File: src/rtl/muldiv_sequencer_pkg.sv
`default_nettype none
// ============================================================================
// Module      : muldiv_sequencer_pkg
// Description : Shared op/state encodings and special-case result constants
//               for the Execute-stage divide sequencer.
// Revision    : 1.0 - initial release
// ============================================================================
package muldiv_sequencer_pkg;

    typedef enum logic [1:0] {
        OP_DIV  = 2'b00,
        OP_DIVU = 2'b01,
        OP_REM  = 2'b10,
        OP_REMU = 2'b11
    } md_op_t;

    typedef enum logic [1:0] {
        ST_IDLE = 2'b00,
        ST_CALC = 2'b01,
        ST_DONE = 2'b10
    } md_state_t;

    // Special-result constants are sized for the widest supported datapath
    // and sliced down by the user; WIDTH must not exceed c_MD_MAX_WIDTH.
    localparam int          c_MD_MAX_WIDTH = 64;
    localparam logic [63:0] c_MD_DIVZ_QUO  = '1;
    localparam logic [63:0] c_MD_OVF_REM   = '0;

    function automatic logic mdIsSigned(input md_op_t op);
        return (op == OP_DIV) || (op == OP_REM);
    endfunction

    function automatic logic mdIsRem(input md_op_t op);
        return (op == OP_REM) || (op == OP_REMU);
    endfunction

endpackage
`default_nettype wire

File: src/rtl/div_step_core.sv
`default_nettype none
// ============================================================================
// Module      : div_step_core
// Description : Unsigned restoring radix-2 shift-subtract datapath; one
//               quotient bit per step, loaded and stepped by a controller.
// Revision    : 1.0 - initial release
// ============================================================================
module div_step_core #(
    parameter int WIDTH = 32
) (
    input  logic             clk,
    input  logic             reset,
    input  logic             load,
    input  logic             step,
    input  logic [WIDTH-1:0] loadQuo,
    input  logic [WIDTH-1:0] loadRem,
    input  logic [WIDTH-1:0] loadDiv,
    output logic [WIDTH-1:0] quotient,
    output logic [WIDTH-1:0] remainder
);

    logic [WIDTH-1:0] r_quo;
    logic [WIDTH-1:0] r_rem;
    logic [WIDTH-1:0] r_div;

    logic [WIDTH:0]   w_shift;
    logic [WIDTH-1:0] w_sub;
    logic             w_fits;

    // The dividend is shifted out of the quotient register MSB-first while
    // quotient bits shift in from the bottom.
    assign w_shift = {r_rem, r_quo[WIDTH-1]};
    assign w_fits  = (w_shift >= {1'b0, r_div});
    assign w_sub   = w_shift[WIDTH-1:0] - r_div;

    always_ff @(posedge clk) begin
        if (reset) begin
            r_quo <= '0;
            r_rem <= '0;
            r_div <= '0;
        end else if (load) begin
            r_quo <= loadQuo;
            r_rem <= loadRem;
            r_div <= loadDiv;
        end else if (step) begin
            r_rem <= w_fits ? w_sub : w_shift[WIDTH-1:0];
            r_quo <= {r_quo[WIDTH-2:0], w_fits};
        end
    end

    assign quotient  = r_quo;
    assign remainder = r_rem;

endmodule
`default_nettype wire

File: src/rtl/muldiv_sequencer.sv
`default_nettype none
// ============================================================================
// Module      : muldiv_sequencer
// Description : Execute-stage DIV/DIVU/REM/REMU sequencer around a shared
//               iterative divider; stalls the pipe and strobes one result.
// Revision    : 1.0 - initial release
// ============================================================================
module muldiv_sequencer
    import muldiv_sequencer_pkg::*;
#(
    parameter int WIDTH = 32,
    parameter int CNTW  = 6
) (
    input  logic             clk,
    input  logic             reset,
    input  logic             startE,
    input  logic [1:0]       opE,
    input  logic [WIDTH-1:0] srcaE,
    input  logic [WIDTH-1:0] srcbE,
    input  logic             killE,
    output logic             mdstallE,
    output logic             mddoneE,
    output logic [WIDTH-1:0] mdresultE
);

    localparam logic [WIDTH-1:0] c_MOST_NEG = {1'b1, {(WIDTH-1){1'b0}}};
    localparam logic [CNTW-1:0]  c_LAST_CNT = CNTW'(WIDTH - 1);

    md_state_t        r_state;
    md_op_t           r_op;
    logic             r_negQ;
    logic             r_negR;
    logic [CNTW-1:0]  r_cnt;
    logic [WIDTH-1:0] r_held;

    logic             w_signedOp;
    logic             w_negA;
    logic             w_negB;
    logic [WIDTH-1:0] w_absA;
    logic [WIDTH-1:0] w_absB;
    logic             w_divZero;
    logic             w_ovf;
    logic             w_special;
    logic [WIDTH-1:0] w_loadQuo;
    logic [WIDTH-1:0] w_loadRem;
    logic             w_accept;
    logic             w_step;
    logic [WIDTH-1:0] w_quo;
    logic [WIDTH-1:0] w_rem;
    logic [WIDTH-1:0] w_result;

    assign w_signedOp = mdIsSigned(md_op_t'(opE));
    assign w_negA     = w_signedOp && srcaE[WIDTH-1];
    assign w_negB     = w_signedOp && srcbE[WIDTH-1];
    assign w_absA     = w_negA ? (~srcaE + WIDTH'(1)) : srcaE;
    assign w_absB     = w_negB ? (~srcbE + WIDTH'(1)) : srcbE;

    assign w_divZero  = (srcbE == '0);
    assign w_ovf      = w_signedOp && (srcaE == c_MOST_NEG) && (srcbE == '1);
    assign w_special  = w_divZero || w_ovf;

    // Special cases preload the final answer so DONE needs no correction.
    always_comb begin
        w_loadQuo = w_absA;
        w_loadRem = '0;
        if (w_divZero) begin
            w_loadQuo = c_MD_DIVZ_QUO[WIDTH-1:0];
            w_loadRem = srcaE;
        end else if (w_ovf) begin
            w_loadQuo = c_MOST_NEG;
            w_loadRem = c_MD_OVF_REM[WIDTH-1:0];
        end
    end

    assign w_accept = (r_state == ST_IDLE) && startE && !killE;
    assign w_step   = (r_state == ST_CALC) && !killE;

    div_step_core #(
        .WIDTH (WIDTH)
    ) u_core (
        .clk       (clk),
        .reset     (reset),
        .load      (w_accept),
        .step      (w_step),
        .loadQuo   (w_loadQuo),
        .loadRem   (w_loadRem),
        .loadDiv   (w_absB),
        .quotient  (w_quo),
        .remainder (w_rem)
    );

    always_comb begin
        w_result = r_negQ ? (~w_quo + WIDTH'(1)) : w_quo;
        if (mdIsRem(r_op)) begin
            w_result = r_negR ? (~w_rem + WIDTH'(1)) : w_rem;
        end
    end

    always_ff @(posedge clk) begin
        if (reset) begin
            r_state <= ST_IDLE;
            r_op    <= OP_DIV;
            r_negQ  <= 1'b0;
            r_negR  <= 1'b0;
            r_cnt   <= '0;
            r_held  <= '0;
        end else if (killE) begin
            r_state <= ST_IDLE;
            r_cnt   <= '0;
        end else begin
            case (r_state)
                ST_IDLE: begin
                    if (startE) begin
                        r_op    <= md_op_t'(opE);
                        r_negQ  <= !w_special && (w_negA ^ w_negB);
                        r_negR  <= !w_special && w_negA;
                        r_cnt   <= '0;
                        r_state <= w_special ? ST_DONE : ST_CALC;
                    end
                end
                ST_CALC: begin
                    r_cnt <= r_cnt + CNTW'(1);
                    if (r_cnt == c_LAST_CNT) begin
                        r_state <= ST_DONE;
                    end
                end
                ST_DONE: begin
                    // The issuing instruction is still in E; never re-accept here.
                    r_held  <= w_result;
                    r_state <= ST_IDLE;
                end
                default: begin
                    r_state <= ST_IDLE;
                end
            endcase
        end
    end

    // Accept-cycle stall is combinational so the issuing instruction holds in E.
    assign mdstallE  = !reset && !killE &&
                       (((r_state == ST_IDLE) && startE) || (r_state == ST_CALC));
    assign mddoneE   = !reset && !killE && (r_state == ST_DONE);
    assign mdresultE = reset ? '0 : ((r_state == ST_DONE) ? w_result : r_held);

endmodule
`default_nettype wire

File: config.mk
export PLATFORM = sky130hd
export DESIGN_NAME = muldiv_sequencer
export DESIGN_NICKNAME = d
export VERILOG_FILES = /design/src/rtl/muldiv_sequencer_pkg.sv /design/src/rtl/div_step_core.sv /design/src/rtl/muldiv_sequencer.sv
export SDC_FILE = /design/constraint.sdc
export NUM_CORES = 1
export LEC_CHECK = 0
export CAP_MARGIN = 15
export CORE_UTILIZATION = 55
export CTS_BUF_LIST = sky130_fd_sc_hd__clkbuf_4 sky130_fd_sc_hd__clkbuf_8
export DETAILED_ROUTE_END_ITERATION = 6
export DONT_BUFFER_PORTS = 1
export GPL_TIMING_DRIVEN = 0
export PLACE_DENSITY = 0.7
export SETUP_SLACK_MARGIN = 0.4
export SYNTH_ARGS = -nofsm -noshare
export SYNTH_HDL_FRONTEND = slang
export SYNTH_SLANG_ARGS = --single-unit
File: constraint.sdc
create_clock -name clk -period 6.2 [get_ports clk]
set_input_delay 0.31 -clock clk [delete_from_list [all_inputs] [get_ports clk]]
set_output_delay 0.31 -clock clk [all_outputs]
set_load 0.01 [all_outputs]
==> metrics <==
CTS root buf=sky130_fd_sc_hd__clkbuf_8; Worst path most repeated cell=sky130_fd_sc_hd__a21oi_1; Crit path required time=5.89 ns; leakage component of the power=4.39 nW; via count of the first global-routing pass=10.8k; share of the clock period used by the worst path=65.1%; Most used DFF post-synth=sky130_fd_sc_hd__dfxtp_1; placeable core region=19700 sq um; total CTS buffers=17; number of placement rows=51; count of different cell masters after synthesis=75; wire length after detailed routing=38.0 mm; number of flops mapped to enable cells by yosys=0; commonest non-fill, non-tap cells in the layout=sky130_fd_sc_hd__nor2_1, sky130_fd_sc_hd__a21oi_1, sky130_fd_sc_hd__dfxtp_1, sky130_fd_sc_hd__nand2_1; half-perimeter wire length after placement=30.3 mm; effective utilization at floorplan=56.6%; area overhead of the layout relative to synthesis=6.76%; # H-tree levels=4; WP data arrival=3.73 ns; sequential cell area fraction in the yosys report=25.0%; die area=20800 sq um; Post-Synthesis Cell Area=11100 sq um; post-detailed-route count of antenna-violating nets=0; number of placed I/O pins=104; initial detailed-routing violation count=769; number of hold violations in the final report=0; total global routing track utilization=37.0%; result of the run=finished clean; worst hold-check path type=input pin to flip-flop; CTS tree=done; largest net degree at the start of global routing=17; Reg clk slew, reported paths=0.08 ns; number of max-slew violations in the final report=0; first-pass detailed-route iteration total=5; Syn Inst Count=1504; largest stage delay on the critical path=0.53 ns; clock network latency to the later pin of the worst-skew pair=0.47 ns; antenna violations before repair=0; critical-path cell list=inv_1 > ha_1 > or4b_4 > or3_2 > o21a_1 > a21oi_1 > a21boi_0 > xnor2_1 > a21oi_1 > a211oi_1; master of the slowest instance on the critical path=sky130_fd_sc_hd__or3_2; endpoint kind of the worst setup timing path=primary output; pwr/cell area=249 nW/um^2; final setup violation count=0; vias per inst=6.30; kind of launch point of the worst setup path=flip-flop; remaining routing DRC violations=0; number of warnings printed during yosys synthesis=0; unrepaired setup endpoints after global routing=no; buffer depth of the longest clock path=2; Num Clock Sinks=139; layout net count=1634; minimum period implied by the final worst setup slack=4.04 ns; syn_nets=1613; first-pass GRT wire length=58.2 mm; flop and latch count out of synthesis=139; Max Clk Rate=0.248 GHz; Layout Skew=0.0111 ns; Max rail drop VDD=0.000140 V; power after layout=0.00296 W; total number of vias=11.3k; chip width=144 microns; Diodes inserted=0; Setup Total Neg Slack=0 ns; fraction of layout cells with a size suffix above 1=5.60%; post-synthesis average cell area=7.40 sq um; type of the worst setup path=flip-flop to primary output; relative max-transition margin=37.9%; Remaining Overflow, GRT=0; number of buffers inserted by port buffering=0; most common cell after layout, fill and taps aside=sky130_fd_sc_hd__nor2_1; vertical die dimension=144 microns; crit path max fanout=7; Routability Congestion=0.986; slew at the pin closest to its max-slew limit=0.924 ns; FFs w/ async S/R, synth=0%; count of buffers added by post-CTS timing repair for setup=0; count of max-cap constraint violations=0; Routed WL per cell=21.1 microns
==> synthesized netlist by cell type (all sizes together) (7+ instances only) <==
master  count  area (sq um)
nor4       16           136
nand2     107           402
nor3       37           190
buf        17           104
a21o       13          97.6
ha         38           475
mux2       14           158
clkbuf     82           368
inv        58           218
o21bai     46           345
a22oi       7          52.6
o31ai      20           155
xnor2      76           666
dfxtp     139          2780
a31oi      10          62.6
a211oi     73           548
a221oi     29           254
nor2      229           862
nand2b     13          81.3
or2         8          52.6
xor2       67           587
nand4      20           125
nor2b      10          62.6
or4        13           110
o22ai      11          68.8
mux2i      16           160
o21ai      75           375
a21oi     148           741
o41ai      17           175
nand3      19          95.1
or3        14          93.8
==> state kept, by name, indices dropped and copies added (netlist names) <==
signal,cells
u_core.quotient,32
r_state,2
r_negQ,1
r_held,32
u_core.r_div,32
u_core.remainder,32
r_negR,1
r_op,1
r_cnt,6
==> layout make-up <==
class | count | area, sq um
Buffer | 99 | 472
Multi-Input combinational cell | 1208 | 7650
Clock inverter | 6 | 87.6
Tap cell | 265 | 332
Fill cell | 1937 | 7780
Clock buffer | 25 | 313
Sequential cell | 139 | 2780
Timing Repair Buffer | 2 | 20.0
Inverter | 58 | 218
==> what timing repair did <==
action / CTS / global route
hold endpoints to repair: 2 / 0
resized for setup: 0 / 0
endpoints found under the setup margin: 0 / 0
hold buffers: 2 / 0
==> kinds of logic after synthesis <==
logic type               share of synthesized area, %
AND/OR/NAND/NOR                                  21.4
XOR/XNOR                                         11.3
multiplexers                                     2.86
AO/OA/AOI/OAI                                    28.8
adder cells (fa/ha/maj)                          4.45
flip-flops                                       25.0
buffers and inverters                            6.20
==> layer usage <==
metal  vias up  GRT usage, %  part of all wire, %
met4         0          21.9                  4.9
li1       5474             -                    -
met1      5237          43.6                   41
met3       118          6.52                  7.4
met5         -             0                    0
met2       519          62.9                   46
==> power by group <==
group          leakage (nW)  switching, W  internal, W  total (W)
clock network         0.199      0.000361     0.000409   0.000770
logic                  3.05      0.000682     0.000463    0.00115
registers              1.14     0.0000976     0.000949    0.00105
total                  4.39       0.00114      0.00182    0.00296
==> path summary, 6_finish.rpt <==
check / startpoint / end / slack [ns] / depth (start not counted)
setup / recovery: u_core.remainder[0] / mdresultE[30] / 2.16 / 10
hold / removal: srcaE[22] / u_core.remainder[22] / 0.01 / 2
setup reg to reg: u_core.quotient[31] / u_core.remainder[28] / 2.42 / 13
hold reg to reg: u_core.r_div[16] / u_core.r_div[16] / 0.45 / 2
==> stage by stage <==
stage,cells,hold WS (ns),worst slack (ns),instance area (sq um),util (%)
floorplan,1504,0.432,3.05,11100,-
global placement,1769,0.440,2.48,11500,58.3
detailed placement,1769,0.448,2.46,11500,58.3
CTS,1802,0.000581,2.13,11900,60.4
global route,1802,0.0189,1.94,11900,60.4
finish,1802,0.0125,2.16,11900,60.4
==> critical path: cells and delay by family (launching register included) <==
family	cells	cell delay, ns
adders and majority gates	1	0.19
buffers and inverters	1	0.15
AOI/OAI and AO/OA	5	1.35
DFF	1	0.43
xor gates and xnor gates	1	0.14
and+or+nand+nor	2	1.01
Note: power is estimated with default switching activity, not from simulation.
